## src/rtl/divider_pkg.sv

```systemverilog
// Shared definitions for the serial restoring divider: FSM state encoding
// and the default operand width.
package divider_pkg;

  typedef enum logic [1:0] {
    IDLE = 2'd0,
    RUN  = 2'd1,
    DONE = 2'd2
  } state_t;

  localparam int DEFAULT_WIDTH = 8;

endpackage

```

## src/rtl/borrow_subtractor.sv

```systemverilog
// Combinational WIDTH-bit ripple-borrow subtractor (diff = a - b), built from
// a chain of full-subtractor cells; borrow_out is the borrow from the MSB.
module borrow_subtractor
  import divider_pkg::*;
#(
  parameter int WIDTH = DEFAULT_WIDTH + 1
) (
  input  logic [WIDTH-1:0] a,
  input  logic [WIDTH-1:0] b,
  output logic [WIDTH-1:0] diff,
  output logic             borrow_out
);

  logic chain;

  // The borrow variable is threaded LSB to MSB, one full-subtractor cell per bit.
  always_comb begin
    chain = 1'b0;
    diff  = '0;
    for (int unsigned i = 0; i < WIDTH; i++) begin
      diff[i] = a[i] ^ b[i] ^ chain;
      chain   = (~a[i] & b[i]) | (~(a[i] ^ b[i]) & chain);
    end
    borrow_out = chain;
  end

endmodule

```

## src/rtl/serial_divider.sv

```systemverilog
// Unsigned restoring divider, one quotient bit per cycle, MSB first.
// Define DIV_BY_ZERO_CHECK_EN to add the dbz port and the single-cycle divide-by-zero path.
module serial_divider
  import divider_pkg::*;
#(
  parameter int WIDTH = DEFAULT_WIDTH
) (
  input  logic             clk,
  input  logic             rst,
  input  logic             start,
  input  logic [WIDTH-1:0] dividend,
  input  logic [WIDTH-1:0] divisor,
  output logic             busy,
  output logic             done,
  output logic [WIDTH-1:0] quotient,
  output logic [WIDTH-1:0] remainder
`ifdef DIV_BY_ZERO_CHECK_EN
  ,
  output logic             dbz
`endif
);

  localparam int CW = (WIDTH > 2) ? $clog2(WIDTH) : 1;
  localparam logic [CW-1:0] LAST = CW'(WIDTH - 1);

  state_t           state;
  logic [CW-1:0]    count;
  // Dividend bits leave at the MSB while quotient bits enter at the LSB.
  logic [WIDTH-1:0] qsh;
  logic [WIDTH-1:0] dvs;
  logic [WIDTH:0]   prem;
  logic [WIDTH:0]   shifted;
  logic [WIDTH:0]   trial;
  logic [WIDTH:0]   prem_next;
  logic [WIDTH-1:0] q_next;
  logic             borrow;

  always_comb begin
    shifted = (prem << 1) | {{WIDTH{1'b0}}, qsh[WIDTH-1]};
  end

  borrow_subtractor #(
    .WIDTH(WIDTH + 1)
  ) u_sub (
    .a         (shifted),
    .b         ({1'b0, dvs}),
    .diff      (trial),
    .borrow_out(borrow)
  );

  always_comb begin
    prem_next = borrow ? shifted : trial;
    q_next    = {qsh[WIDTH-2:0], ~borrow};
  end

  always_ff @(posedge clk) begin
    if (rst) begin
      state     <= IDLE;
      count     <= '0;
      qsh       <= '0;
      dvs       <= '0;
      prem      <= '0;
      busy      <= 1'b0;
      done      <= 1'b0;
      quotient  <= '0;
      remainder <= '0;
`ifdef DIV_BY_ZERO_CHECK_EN
      dbz       <= 1'b0;
`endif
    end else begin
      case (state)
        IDLE, DONE: begin
          done  <= 1'b0;
          state <= IDLE;
          if (start) begin
`ifdef DIV_BY_ZERO_CHECK_EN
            if (divisor == '0) begin
              state     <= DONE;
              done      <= 1'b1;
              quotient  <= '1;
              remainder <= dividend;
              dbz       <= 1'b1;
            end else
`endif
            begin
              state <= RUN;
              busy  <= 1'b1;
              count <= '0;
              qsh   <= dividend;
              dvs   <= divisor;
              prem  <= '0;
            end
          end
        end
        RUN: begin
          qsh   <= q_next;
          prem  <= prem_next;
          count <= count + 1'b1;
          if (count == LAST) begin
            state     <= DONE;
            busy      <= 1'b0;
            done      <= 1'b1;
            quotient  <= q_next;
            remainder <= prem_next[WIDTH-1:0];
`ifdef DIV_BY_ZERO_CHECK_EN
            dbz       <= 1'b0;
`endif
          end
        end
        default: state <= IDLE;
      endcase
    end
  end

endmodule

```

## config.mk

```make
export PLATFORM = sky130hd
export DESIGN_NAME = serial_divider
export DESIGN_NICKNAME = d
export VERILOG_FILES = /design/src/rtl/divider_pkg.sv /design/src/rtl/borrow_subtractor.sv /design/src/rtl/serial_divider.sv
export SDC_FILE = /design/constraint.sdc
export NUM_CORES = 1
export LEC_CHECK = 0
export BUFFER_PORTS_ARGS = -buffer_cell sky130_fd_sc_hd__buf_4
export CORE_ASPECT_RATIO = 1.4
export CORE_UTILIZATION = 58
export DETAILED_ROUTE_END_ITERATION = 8
export PLACE_DENSITY = 0.89
export SYNTH_ARGS = -nofsm -noshare
export SYNTH_HDL_FRONTEND = slang
export SYNTH_SLANG_ARGS = --single-unit
```

## constraint.sdc

```tcl
create_clock -name clk -period 7.9 [get_ports clk]
set_clock_uncertainty 0.15 [all_clocks]
set_input_delay 0.395 -clock clk [delete_from_list [all_inputs] [get_ports clk]]
set_output_delay 0.395 -clock clk [all_outputs]
set_load 0.01 [all_outputs]
```

---- Yosys cells after proc, flatten, opt, wreduce, memory -nomap -nowiden ----
Index checks and enable logic that the tools add are counted.
cells by class
  $add $sub $neg .......................... 1
  multipliers ............................. 0
  divide/modulo/power cells ............... 0
  order comparisons ....................... 0
  eq/ne operators ......................... 5
  shift-type cells ........................ 0
  muxes and demuxes ....................... 15
  bitwise operators ....................... 56
  reductions and logical operators ........ 8
operators by type and width
  kind                                                  number
  one-hot mux 8 bit (2 select lines)                    2
  2-to-1 mux 8 bit                                      3
  NOT 1 bit                                             17
  bitwise AND 1 bit                                     16
  XOR 1 bit                                             15
  OR 9 x 1 -> 9 bit                                     1
  AND reduction 2 bit                                   4
  OR 1 bit                                              7
  one-hot mux 3 bit (2 select lines)                    1
  2-to-1 mux 1 bit                                      4
  inequality test 2 bit (second input constant)         2
  one-hot mux 1 bit (2 select lines)                    2
  one-hot mux 2 bit (2 select lines)                    1
  adder 3 x 1 -> 3 bit (second input constant)          1
  equality test 3 bit (second input constant)           1
  2-to-1 mux 3 bit                                      1
  AND reduction 3 bit                                   1
  equality test 2 x 1 -> 1 bit (second input constant)  1
  equality test 2 bit (second input constant)           1
  logical NOT 2 bit                                     1
  2-to-1 mux 2 bit                                      1
  nonzero test 2 bit                                    1
  OR reduction 2 bit                                    1
word-level totals
  flip-flop bits (word level) ............. 47
  latch bits .............................. 0
  bits in writable memories ............... 0
  bits in read-only memories .............. 0
  input bits .............................. 19
  output and inout bits ................... 18
  logic and storage cells ................. 94
  memories kept ........................... 0

---- Depth between registers and ports, before layout ----
Gate-level depths: netlist of the first run.
  depth in word-level cells ............... 20
  gate-level depth with buffers ........... 15
  gate-level depth less buffers ........... 14

---- Hierarchy ----
Synthesis of the first run repeated with hierarchy kept, for this count alone.
second synthesis, totals
  cells, all modules ...................... 249
  area total of the unflattened synthesis .. 2227.1 um^2
modules (own cells, without submodules)
  module             times used  cells an instance  area an instance (um^2)  sequential area each (um^2)
  serial_divider     1           220                1979.4                   940.9
  borrow_subtractor  1           29                 247.7                    0.0

---- Worst setup path before layout of the first run ----
No wires, ideal clock.
  path kind ............................... register -> register
  start point ............................. reg qsh[7]
  end point ............................... reg prem[7]
  library setup time ...................... 73 ps
  arrival ................................. 3707 ps
  required time ........................... 7677 ps
  path slack .............................. 3970 ps
  cell stages (with the launch flop) ...... 14
  path buffers ............................ 0
  period minus slack after synthesis ...... 3930 ps
  cells stage by stage .................... dfxtp_1 -> inv_1 -> ha_1 -> inv_1 -> fa_1 -> fa_1 -> fa_1 -> fa_1 -> fa_1 -> fa_1 -> inv_1 -> fa_1 -> or3b_1 -> o211ai_2
on the way
  word-level cells in the longest chain between the ends .. 20
  elaborated cells between the ends (all ways) .. 21
  classes of those cells .................. 2 x mux; 19 x bitwise
ends and longest elaborated chain
  what                                    RTL line                 RTL
  start: declaration                      serial_divider.sv:29     logic [WIDTH-1:0] qsh;
  start signal: assignment                serial_divider.sv:89     qsh <= dividend;
  start signal: assignment                serial_divider.sv:96     qsh <= q_next;
  OR 9 x 1 -> 9 bit (*)                   serial_divider.sv:39     shifted = (prem << 1) | {{WIDTH{1'b0}}, qsh[WIDTH-1]};
  NOT 1 bit (*)                           borrow_subtractor.sv:22  chain = (~a[i] & b[i]) | (~(a[i] ^ b[i]) & chain);
  bitwise AND 1 bit (*) (2 in a row)      borrow_subtractor.sv:22
  OR 1 bit (*)                            borrow_subtractor.sv:22
  bitwise AND 1 bit (*)                   borrow_subtractor.sv:22
  OR 1 bit (*)                            borrow_subtractor.sv:22
  bitwise AND 1 bit (*)                   borrow_subtractor.sv:22
  OR 1 bit (*)                            borrow_subtractor.sv:22
  [3 not listed]                          -
  OR 1 bit (*)                            borrow_subtractor.sv:22
  bitwise AND 1 bit (*)                   borrow_subtractor.sv:22
  OR 1 bit (*)                            borrow_subtractor.sv:22
  bitwise AND 1 bit                       borrow_subtractor.sv:22
  OR 1 bit                                borrow_subtractor.sv:22
  bitwise AND 1 bit                       borrow_subtractor.sv:22
  2-to-1 mux 8 bit (*)                    serial_divider.sv:52     prem_next = borrow ? shifted : trial;
  one-hot mux 8 bit (2 select lines) (*)  serial_divider.sv:71     case (state)
  end signal: assignment                  serial_divider.sv:97     prem <= prem_next;
  end: declaration                        serial_divider.sv:31     logic [WIDTH:0] prem;
Mark *: on every way between the ends. The rest lies on a longest branch, timed or not.
A chain may end at the register's enable or synchronous reset.

---- Worst setup path after layout of the first run ----
  start point ............................. reg qsh[7]
  end point ............................... reg remainder[0]
on the way
  word-level cells in the longest chain between the ends .. 19
  elaborated cells between the ends (all ways) .. 20
  classes of those cells .................. 1 x mux; 19 x bitwise
ends and longest elaborated chain
  what                            RTL line                 RTL
  OR 9 x 1 -> 9 bit (*)           serial_divider.sv:39
  NOT 1 bit                       borrow_subtractor.sv:22
  bitwise AND 1 bit (2 in a row)  borrow_subtractor.sv:22
  OR 1 bit                        borrow_subtractor.sv:22
  bitwise AND 1 bit               borrow_subtractor.sv:22
  OR 1 bit                        borrow_subtractor.sv:22
  bitwise AND 1 bit               borrow_subtractor.sv:22
  OR 1 bit                        borrow_subtractor.sv:22
  [2 not listed]                  -
  bitwise AND 1 bit               borrow_subtractor.sv:22
  OR 1 bit                        borrow_subtractor.sv:22
  bitwise AND 1 bit               borrow_subtractor.sv:22
  OR 1 bit                        borrow_subtractor.sv:22
  bitwise AND 1 bit               borrow_subtractor.sv:22
  OR 1 bit                        borrow_subtractor.sv:22
  bitwise AND 1 bit               borrow_subtractor.sv:22
  2-to-1 mux 8 bit (*)            serial_divider.sv:52
  end signal: assignment          serial_divider.sv:104    remainder <= prem_next[WIDTH-1:0];
  end: declaration                serial_divider.sv:16     output logic [WIDTH-1:0] remainder
Marked as above.

==> metrics.md, run 1 <==
| Metric | Value |
|---|---|
| Most frequent cell after synthesis | `nand2_1` |
| Fillers | `250` |
| Post-CTS setup buffer count | `0` |
| WP data required | `7980 ps` |
| Vias per std cell | `5.48` |
| Max cap viols | `0` |
| Yosys reg bits | `47` |
| Clock sink total | `47` |
| Cell Pwr Density | `217 nW/um^2` |
| Post-Synth Adder-Cell Area | `8.79%` |
| GRT Util Overall | `23.1%` |
| Via count | `1611` |
| CP max stage cell | `fa_1` |
| Initial antenna violation count | `0` |
| Area grow syn2layout | `17.8%` |
| Finish-stage setup viols | `0` |
| EDFF count, synth | `0` |
| Core area | `3350 um^2` |
| Startpoint types | `flop` |
| Post-synthesis sequential area ratio | `46.6%` |
| Largest net degree at the start of global routing | `43` |
| Compound-Gate Fraction of Synth Area | `17.2%` |
| Inserted Clock Buffers | `5` |
| Critical path class | `flop to flop` |
| Xor-xnor portion of the synthesized cell area | `0%` |
| Crit-path max cell delay | `420 ps` |
| Met1 Resource Use GR | `29.3%` |
| TritonRoute pass-1 iters | `4` |
| Synth top area share | `46.6%` |
| N_diodes | `0` |
| Largest family of logic cells by synthesized area | `simple AND/OR/NAND/NOR gates` |
| CTS Hold Bufs | `0` |
| Worst IR Drop VDD | `0.179 mV` |
| Global-route wire length before repair | `6.42 mm` |
| Yosys cell types | `30` |
| Worst Setup SP | `qsh[7]$_SDFFE_PP0P_` |
| Clk_lat worst skew | `310 ps` |
| Final core occ | `71.1%` |
| CTS Root Cell | `clkbuf_8` |
| CP max FO | `10` |
| CTS H-tree lvls | `2` |
| Syn Area/Cell | `8.94 um^2` |
| Setup TNS after final layout | `0 ps` |
| Crit path capture | `remainder[0]$_SDFFE_PP0P_` |
| Synthesized-area fraction occupied by and/or/nand/nor cells | `19.1%` |
| CTS clock-pin slew for the worst setup and hold paths | `90 ps` |
| Synth area leaders | `dfxtp_1 (47%), nand2_1 (9.1%), fa_1 (6.9%), a21oi_1 (5.9%), nor2_1 (3.3%)` |
| HP Class | `primary input to flop` |
| GRT Residual Overflow | `0` |
| Asr flop ratio synth | `0%` |
| Vias in the first global route | `1524` |
| GP Congestion | `0.792` |
| Launch point of the worst hold path | `divisor[5]` |
| Min cycle time layout | `4270 ps` |
| Drt drc | `0` |
| Post-Place Setup Slack | `3650 ps` |
| PortBufs | `36` |
| Slew at the pin closest to its max-slew limit | `797 ps` |
| Yosys warns | `0` |
| Synthesized instance count | `226` |
| Final Hold Viols | `0` |
| Total Nets Final | `282` |
| Die ar. | `3730 um^2` |
| Achievable Freq | `234 MHz` |
| CTS tree | `yes` |
| Die H | `71.8 um` |
| # IOs | `37` |
| Top_reg_cell synth | `dfxtp_1` |
| DR WL/cell | `13.1 um` |
| Post-synth top cells | `nand2_1 (49), dfxtp_1 (47), a21oi_1 (24)` |
| Setup slack after layout | `3630 ps` |
| Post-synthesis mux area share | `2.97%` |
| RSZ-0062 raised after global routing | `no` |
| Cell taking the most area after synthesis | `dfxtp_1` |
| CTS max path bufs | `2` |
| CP Capture Type | `flop` |
| DP Wirelength | `2.63 mm` |
| R2r endpoint | `remainder[0]$_SDFFE_PP0P_` |
| Synthesized net count | `255` |
| Initial Util | `60.4%` |
| GR Util met3 | `6.58%` |
| Chip Width | `51.9 um` |
| Antenna Violating Nets Remaining | `0` |
| Leak | `0.950 nW` |
| Slew HR | `46.9%` |
| Most common cell on crit path | `fa_1` |
| Fin area | `2380 um^2` |
| Cell area after synthesis | `2020 um^2` |
| Outcome | `finished, final reports clean` |
| Dpl cell area | `2270 um^2` |
| Drt first-iter violations | `54` |
| GR peak layer | `met2` |
| Worst hold slack | `180 ps` |
| Routed Wire Length | `3.84 mm` |
| Layout cells sized above 1 | `18.1%` |
| FF-to-FF setup slack | `3630 ps` |
| Crit path DAT | `4350 ps` |
| Post-CTS Resized | `0` |
| Sequence of cells on the critical path | `inv_1 -> ha_1 -> inv_1 -> fa_1 -> fa_1 -> fa_1 -> fa_1 -> fa_1 -> fa_1 -> inv_1 -> fa_1 -> nand2b_1 -> a211o_1 -> a21oi_1` |
| Fin crit share | `54.1%` |
| Met2 Track Usage GR | `35.6%` |
| RR Startpoint | `qsh[7]$_SDFFE_PP0P_` |
| R2R depth | `14` |
| Num rows | `25` |
| Max-slew violations | `0` |
-- worst max-delay path: cells and delay by family, from the launching register on --
family | cells | cell delay [ps]
flops | 1 | 330
compound gates | 2 | 510
simple gates | 1 | 310
fa+ha+maj | 8 | 2740
buf+inv | 3 | 170
-- worst min path at each step --
stage	endpoint	slack (ps)	depth (start not counted)
after floorplan	dvs[1]$_SDFFE_PP0P_	290	2
after global placement	quotient[6]$_SDFFE_PP0P_	290	2
after detailed placement	quotient[3]$_SDFFE_PP0P_	300	2
after CTS	dvs[6]$_SDFFE_PP0P_	180	3
after global routing	dvs[5]$_SDFFE_PP0P_	190	3
final	dvs[5]$_SDFFE_PP0P_	180	3
-- cell usage in the layout (no fill, tap or decap), drive strengths merged --
master,Yosys,layout
nand4b,1,1
and3b,1,1
clkinv,0,2
fa,7,7
nand2,49,49
bufinv,0,1
dfxtp,47,47
o2bb2ai,6,6
nand3b,1,1
mux2i,6,6
clkbuf,11,5
a21o,1,1
ha,3,3
inv,10,10
o21a,1,1
a311oi,7,7
a21oi,24,24
nor2b,2,2
a211oi,8,8
a211o,2,2
nor2,18,18
a22oi,1,1
or3b,2,2
or2b,1,1
nand2b,3,3
nand3,4,4
buf,5,36
o211ai,1,1
nor3,1,1
nor3b,2,2
and2b,1,1
-- routing by layer --
layer  vias to the layer above  wire length, um
met2                        34             1890
met4                         0               57
met5                         -                0
li1                        817                -
met1                       754             1750
met3                         6              138
-- logic make-up after synthesis --
logic type               after synthesis
buffers and inverters                 26
adder cells (fa/ha/maj)               10
multiplexers                           6
AND/OR/NAND/NOR                       86
AO/OA/AOI/OAI                         51
flip-flops                            47
-- cell type report --
type                       count  area, um^2  share of cell area [%]
multi-input combinational    153         970                    40.7
tap                           40        50.0                    2.10
timing repair buffer          36         270                    11.4
clock inverter                 3        43.8                    1.84
clock buffer                   5        68.8                    2.89
sequential                    47         941                    39.5
inverter                      10        37.5                    1.58
-- state kept, by name, indices dropped and copies added (netlist names) --
register and cells:
done 1, dvs 8, quotient 8, state 2
count 3, busy 1, remainder 8, qsh 8
prem 8
-- stage by stage --
step | std cells | total power [mW]
4_1_cts | 294 | 0.518
5_1_grt | 294 | 0.541
2_1_floorplan | 226 | 0.327
3_3_place_gp | 286 | 0.344
6_report | 294 | 0.518
3_5_place_dp | 286 | 0.348
-- where the power goes --
group | switching [mW] | internal (mW)
clock | 0.0808 | 0.0942
combinational | 0.0485 | 0.0366
sequential | 0.00938 | 0.248
total | 0.139 | 0.379
(Power assumes the default switching activity.)
==> inputs of run 2 (changes only) <==
--- a/config.mk
+++ b/config.mk
@@ -7,9 +7,9 @@
 export LEC_CHECK = 0
 export BUFFER_PORTS_ARGS = -buffer_cell sky130_fd_sc_hd__buf_4
 export CORE_ASPECT_RATIO = 1.4
-export CORE_UTILIZATION = 58
+export CORE_UTILIZATION = 49
 export DETAILED_ROUTE_END_ITERATION = 8
-export PLACE_DENSITY = 0.89
+export PLACE_DENSITY = 0.8
 export SYNTH_ARGS = -nofsm -noshare
 export SYNTH_HDL_FRONTEND = slang
 export SYNTH_SLANG_ARGS = --single-unit
==> constraint.sdc (replaced) <==
create_clock -name clk -period 3.6 [get_ports clk]
set_clock_uncertainty 0.15 [all_clocks]
set_input_delay 0.18 -clock clk [delete_from_list [all_inputs] [get_ports clk]]
set_output_delay 0.18 -clock clk [all_outputs]
set_load 0.01 [all_outputs]
==> metrics.md, run 2 (synthesized netlist as in run 1, its figures left out) <==
| Metric | Value |
|---|---|
| Outcome | `complete, but fails checks` |
| Failing checks | `negative setup slack` |
| Chip Width | `56.3 um (+8.5%)` |
| DR WL/cell | `13.4 um (+2.4%)` |
| Max-slew violations | `0 (unchanged)` |
| GP Congestion | `0.807 (+1.9%)` |
| Hold EP | `qsh[1]$_SDFFE_PP0P_` |
| N_diodes | `0 (unchanged)` |
| Area grow syn2layout | `31.4%` |
| Routed Wire Length | `4.17 mm (+8.6%)` |
| Global-route wire length before repair | `6.81 mm (+6.0%)` |
| R2r endpoint | `prem[7]$_SDFFE_PP0P_` |
| Initial Util | `51.1% (-9.3 points)` |
| CTS max path bufs | `2 (unchanged)` |
| RR Startpoint | `qsh[7]$_SDFFE_PP0P_` |
| FF-to-FF setup slack | `-180 ps (-3810 ps)` |
| Clk_lat worst skew | `300 ps (about the same)` |
| Placed insts | `294 (+2.8%)` |
| Dpl cell area | `2330 um^2 (+2.6%)` |
| Die ar. | `4390 um^2 (+18%)` |
| CP Capture Type | `flop` |
| Launch point of the worst hold path | `dividend[1]` |
| Achievable Freq | `265 MHz (+13%)` |
| CP max FO | `3 (-7)` |
| # IOs | `37 (unchanged)` |
| Inserted Clock Buffers | `5 (unchanged)` |
| Initial antenna violation count | `0 (unchanged)` |
| Drt first-iter violations | `29 (-46%)` |
| GRT Util Overall | `19.8% (-3.2 points)` |
| Vias per std cell | `5.37 (-2.1%)` |
| Largest net degree at the start of global routing | `43 (unchanged)` |
| Slew HR | `47.2% (+0.33 points)` |
| Post-CTS setup buffer count | `0 (unchanged)` |
| Clock sink total | `47 (unchanged)` |
| CTS Root Cell | `clkbuf_8` |
| Crit path DAT | `3860 ps (-490 ps)` |
| Fin crit share | `105% (+51 points)` |
| Cells on Worst Hold Path | `3 (unchanged)` |
| Most common cell after layout, fill and taps aside | `nand2_1` |
| Max cap viols | `0 (unchanged)` |
| Slew at the pin closest to its max-slew limit | `792 ps (-4.95 ps)` |
| Total Nets Final | `298 (+5.7%)` |
| Drt drc | `0 (unchanged)` |
| Leak | `1.02 nW (+7.3%)` |
| Antenna Violating Nets Remaining | `0 (unchanged)` |
| Cell Pwr Density | `446 nW/um^2 (+110%)` |
| Critical path class | `flop to flop` |
| HP Class | `primary input to flop` |
| CTS H-tree lvls | `2 (unchanged)` |
| Tot Pwr | `1.18 mW (+130%)` |
| CTS tree | `yes` |
| Core area | `3950 um^2 (+18%)` |
| Most frequent cells in the layout | `nand2_1 (49), dfxtp_1 (45), buf_4 (38), a21oi_1 (23), nor2_1 (18)` |
| Num rows | `27 (+8.0%)` |
| Worst IR Drop VDD | `0.325 mV (+82%)` |
| Setup slack after layout | `-179 ps (-3810 ps)` |
| PortBufs | `36 (unchanged)` |
| Final Hold Viols | `0 (unchanged)` |
| CTS clock-pin slew for the worst setup and hold paths | `80 ps (about the same)` |
| Via count | `1674 (+3.9%)` |
| Min cycle time layout | `3780 ps (-494 ps)` |
| Worst Setup SP | `qsh[7]$_SDFFE_PP0P_` |
| TritonRoute pass-1 iters | `4 (unchanged)` |
| Startpoint types | `flop` |
| Finish-stage setup viols | `16 (+16)` |
| Fin area | `2660 um^2 (+12%)` |
| Final Non-Filler Cells | `312 (+6.1%)` |
| WP data required | `3690 ps (-4290 ps)` |
| GRT Residual Overflow | `0 (unchanged)` |
| Die H | `78.0 um (+8.5%)` |
| DP Wirelength | `2.72 mm (+3.4%)` |
| Fillers | `321 (+28%)` |
| RSZ-0062 raised after global routing | `yes` |
| Layout cells sized above 1 | `28.3% (+10 points)` |
| Setup TNS after final layout | `-1900 ps (-1900 ps)` |
| R2R depth | `13 (-1)` |
| Vias in the first global route | `1560 (+2.4%)` |
-- run 2: critical path, stage by stage (launching register included) --
cell      delay, ps
dfxtp_2         330
inv_2            60
ha_4            130
inv_2            40
fa_2            330
fa_2            350
fa_2            350
fa_2            350
fa_2            350
fa_2            340
inv_2            60
fa_2            440
or3b_1          370
o211ai_2         70
-- run 2: layer usage --
layer / up-vias / track usage (%) / share of wire, %
li1: 849 / - / -
met4: 0 / 10.2 / 2.3
met1: 781 / 25.4 / 45
met3: 10 / 3.67 / 3.1
met2: 34 / 31.5 / 50
met5: - / 0 / 0
-- run 2: metrics by stage --
stage	hold slack (ps)	worst slack [ps]	utilization (%)
2_1_floorplan	166	-79.5	-
3_3_place_gp	278	-121	58.9
3_5_place_dp	284	-161	58.9
4_1_cts	7.91	-175	65.3
5_1_grt	4.11	-284	67.2
6_report	7.63	-179	67.2
-- run 2: repair_timing --
| item | in CTS | in global routing |
|---|---|---|
| resized for setup | 15 | 14 |
| setup endpoints to repair | 16 | 18 |
| hold endpoints to repair | 11 | 0 |
| pin swaps | 13 | 3 |
| hold buffers | 11 | 0 |
-- run 2: area by class of cell --
cell class | count | area, um^2 | share of cell area [%]
clock buffers | 6 | 82.6 | 3.11
clock inverters | 1 | 5.00 | 0.189
inverters | 10 | 37.5 | 1.41
multi-input cells | 153 | 1090 | 41.2
flip-flops and latches | 47 | 943 | 35.5
well taps | 43 | 53.8 | 2.03
repair buffers | 52 | 438 | 16.5
-- run 2: worst max path at each step --
stage	to	slack (ps)	depth (start not counted)
2_1_floorplan	prem[7]$_SDFFE_PP0P_	-80	13
3_3_place_gp	prem[7]$_SDFFE_PP0P_	-120	13
3_5_place_dp	prem[7]$_SDFFE_PP0P_	-160	13
4_1_cts	prem[7]$_SDFFE_PP0P_	-170	13
5_1_grt	prem[7]$_SDFFE_PP0P_	-280	13
6_report	prem[7]$_SDFFE_PP0P_	-180	13
-- run 2: power by group --
group          total [mW]  switching (mW)  leakage (nW)  internal (mW)
logic               0.302           0.139         0.589          0.162
registers           0.568          0.0236         0.383          0.545
clock network       0.314           0.163        0.0470          0.151
total                1.18           0.326          1.02          0.858
==> inputs of run 3 (changes only) <==
--- a/config.mk
+++ b/config.mk
@@ -5,6 +5,7 @@
 export SDC_FILE = /design/constraint.sdc
 export NUM_CORES = 1
 export LEC_CHECK = 0
+export ABC_AREA = 1
 export BUFFER_PORTS_ARGS = -buffer_cell sky130_fd_sc_hd__buf_4
 export CORE_ASPECT_RATIO = 1.4
 export CORE_UTILIZATION = 49
==> metrics.md, run 3 <==
| Metric | Value |
|---|---|
| Outcome | `complete, but fails checks` |
| Failing checks | `design-rule violations, negative setup slack` |
| Leak | `1.27 nW (+25%)` |
| CTS clock-pin slew for the worst setup and hold paths | `90 ps (about the same)` |
| FF-to-FF setup slack | `-150 ps (+30 ps)` |
| Vias per std cell | `5.45 (+1.5%)` |
| Tot Pwr | `1.35 mW (+14%)` |
| Yosys reg bits | `47 (unchanged)` |
| Layout cells sized above 1 | `27.9% (-0.34 points)` |
| TritonRoute pass-1 iters | `6 (+2)` |
| N_diodes | `0 (unchanged)` |
| Cell Pwr Density | `491 nW/um^2 (+10%)` |
| Worst hold slack | `0.543 ps (-7.09 ps)` |
| GRT Util Overall | `23.7% (+3.9 points)` |
| Via count | `2010 (+20%)` |
| Initial Util | `52.3% (+1.2 points)` |
| GP Congestion | `0.875 (+8.4%)` |
| Fillers | `334 (+4.0%)` |
| Synthesized net count | `312 (+22%)` |
| Synthesized instance count | `283 (+25%)` |
| Initial antenna violation count | `0 (unchanged)` |
| Setup slack after layout | `-152 ps (+27.0 ps)` |
| Slew at the pin closest to its max-slew limit | `631 ps (-161 ps)` |
| Max-slew violations | `0 (unchanged)` |
| Area grow syn2layout | `30.2%` |
| Most frequent cell after synthesis | `dfxtp_1` |
| Synth area leaders | `dfxtp_1 (44%), nand2_1 (7.8%), nand3_1 (7.3%), inv_1 (6.9%), fa_1 (6.6%)` |
| Achievable Freq | `267 MHz (+0.72%)` |
| Clk_lat worst skew | `310 ps (about the same)` |
| Core area | `4050 um^2 (+2.6%)` |
| Vias in the first global route | `1890 (+21%)` |
| # IOs | `37 (unchanged)` |
| Total Nets Final | `354 (+19%)` |
| Yosys cell types | `18 (-40%)` |
| Worst IR Drop VDD | `0.309 mV (-4.8%)` |
| CTS max path bufs | `2 (unchanged)` |
| Yosys warns | `0 (unchanged)` |
| Clock sink total | `47 (unchanged)` |
| Hold EP | `dvs[5]$_SDFFE_PP0P_` |
| Crit path DAT | `3800 ps (-60 ps)` |
| Launch point of the worst hold path | `divisor[5]` |
| PortBufs | `36 (unchanged)` |
| Inserted Clock Buffers | `5 (unchanged)` |
| EDFF count, synth | `0 (unchanged)` |
| Drt drc | `1 (+1)` |
| Cell area after synthesis | `2120 um^2 (+4.9%)` |
| Setup TNS after final layout | `-1900 ps (-2.79 ps)` |
| RR Startpoint | `qsh[7]$_SDFFE_PP0P_` |
| Most frequent cells in the layout | `dfxtp_1 (45), buf_4 (39), inv_1 (36), nor2_1 (34), nand2_1 (34)` |
| HP Class | `primary input to flop` |
| CP max FO | `6 (+3)` |
| DP Wirelength | `3.32 mm (+22%)` |
| Final core occ | `68.1% (+0.88 points)` |
| Antenna Violating Nets Remaining | `0 (unchanged)` |
| Synth top area share | `44.4% (-2.2 points)` |
| DR WL/cell | `14.2 um (+6.5%)` |
| Finish-stage setup viols | `17 (+1)` |
| Critical path class | `flop to flop` |
| GRT Residual Overflow | `0 (unchanged)` |
| CTS Root Cell | `clkbuf_8` |
| Routed Wire Length | `5.25 mm (+26%)` |
| Syn Area/Cell | `7.49 um^2 (-16%)` |
| CP Capture Type | `flop` |
| Final Hold Viols | `0 (unchanged)` |
| Asr flop ratio synth | `0% (unchanged)` |
| Top_reg_cell synth | `dfxtp_1` |
| CTS tree | `yes` |
| R2R depth | `15 (+2)` |
| Die H | `79.8 um (+2.4%)` |
| Startpoint types | `flop` |
| Chip Width | `57.6 um (+2.3%)` |
| Num rows | `27 (unchanged)` |
| R2r endpoint | `remainder[4]$_SDFFE_PP0P_` |
| Cells on Worst Hold Path | `3 (unchanged)` |
| Post-synth top cells | `dfxtp_1 (47), nand2_1 (44), inv_1 (39)` |
| Slew HR | `57.8% (+11 points)` |
| Global-route wire length before repair | `8.29 mm (+22%)` |
| WP data required | `3650 ps (-40 ps)` |
| Max cap viols | `0 (unchanged)` |
| Most common cell after layout, fill and taps aside | `dfxtp_1` |
| CTS H-tree lvls | `2 (unchanged)` |
| Min cycle time layout | `3750 ps (-27.0 ps)` |
| Drt first-iter violations | `76 (+160%)` |
| Die ar. | `4600 um^2 (+4.7%)` |
| RSZ-0062 raised after global routing | `yes` |
| Largest net degree at the start of global routing | `30 (-30%)` |
| Fin crit share | `104% (-0.75 points)` |
| Cell taking the most area after synthesis | `dfxtp_1` |
| Post-synthesis sequential area ratio | `44.4% (-2.2 points)` |
==> run 3: cell count changes in the layout (fill, tap and decap cells not counted), sizes merged, moves of 6 or more <==
cell	change
mux2i	-6
nand3	+27
inv	+31
o2bb2ai	-6
a311oi	-7
a211oi	-8
o21ai	+27
nor2	+17
==> run 3: area by class of cell <==
type | instances | area [um^2] | area share, %
multi-input cells | 183 | 1130 | 41.0
flip-flops and latches | 47 | 943 | 34.2
repair buffers | 47 | 378 | 13.7
inverters | 41 | 154 | 5.58
clock buffers | 8 | 100 | 3.63
well taps | 43 | 53.8 | 1.95
==> run 3: stage by stage <==
| step | cell area, um^2 | cells | setup slack (ps) |
|---|---|---|---|
| 2_1_floorplan | 2140 | 283 | 20.8 |
| 3_3_place_gp | 2410 | 352 | -162 |
| 3_5_place_dp | 2410 | 352 | -239 |
| 4_1_cts | 2630 | 367 | -60.8 |
| 5_1_grt | 2760 | 369 | -234 |
| 6_report | 2760 | 369 | -152 |
==> run 3: what timing repair did <==
action	4_1_cts	5_1_grt
endpoints found under the setup margin	18	18
buffers inserted	0	1
cloned	1	1
hold buffers	6	0
hold endpoints to repair	6	0
pin swaps	7	4
gates resized for setup	16	28
==> run 3: cells by family after synthesis <==
group                      after synthesis  share of synthesized area (%)
and+or+nand+nor                        118                           23.8
AOI/OAI and AO/OA                       54                           12.8
buffers and inverters                   54                           10.7
DFF                                     47                           44.4
adders and majority gates               10                           8.38
==> run 3: worst max-delay path by stage <==
stage / slack (ps) / endpoint / from
final: -150 / remainder[4]$_SDFFE_PP0P_ / qsh[7]$_SDFFE_PP0P_
after detailed placement: -240 / prem[3]$_SDFFE_PP0P_ / qsh[7]$_SDFFE_PP0P_
after global routing: -230 / prem[7]$_SDFFE_PP0P_ / qsh[7]$_SDFFE_PP0P_
after floorplan: 20 / qsh[0]$_SDFFE_PP0P_ / qsh[7]$_SDFFE_PP0P_
after global placement: -160 / remainder[4]$_SDFFE_PP0P_ / qsh[7]$_SDFFE_PP0P_
after CTS: -60 / prem[3]$_SDFFE_PP0P_ / qsh[7]$_SDFFE_PP0P_
==> run 3: critical path, stage by stage (launching register included) <==
cell and delay (ps):
dfxtp_2 320, inv_2 90, ha_4 140, inv_2 40, fa_2 340, fa_2 350
fa_2 350, fa_2 340, fa_2 340, fa_2 340, inv_2 60, fa_2 230
buf_12 150, nand3_2 100, a21oi_2 220, nor2_1 60
==> run 3: metal layers <==
metal / global-route usage [%] / vias up / share of wire, %
li1: - / 974 / -
met1: 26.0 / 944 / 40
met2: 42.9 / 74 / 51
met3: 4.05 / 18 / 5.0
met4: 12.0 / 0 / 4.3
met5: 0 / - / 0
==> run 3: where the power goes <==
group | leakage (nW) | internal [mW] | switching, mW
Clock | 0.0515 | 0.175 | 0.177
Sequential | 0.384 | 0.551 | 0.0224
Combinational | 0.838 | 0.168 | 0.260
Total | 1.27 | 0.895 | 0.460
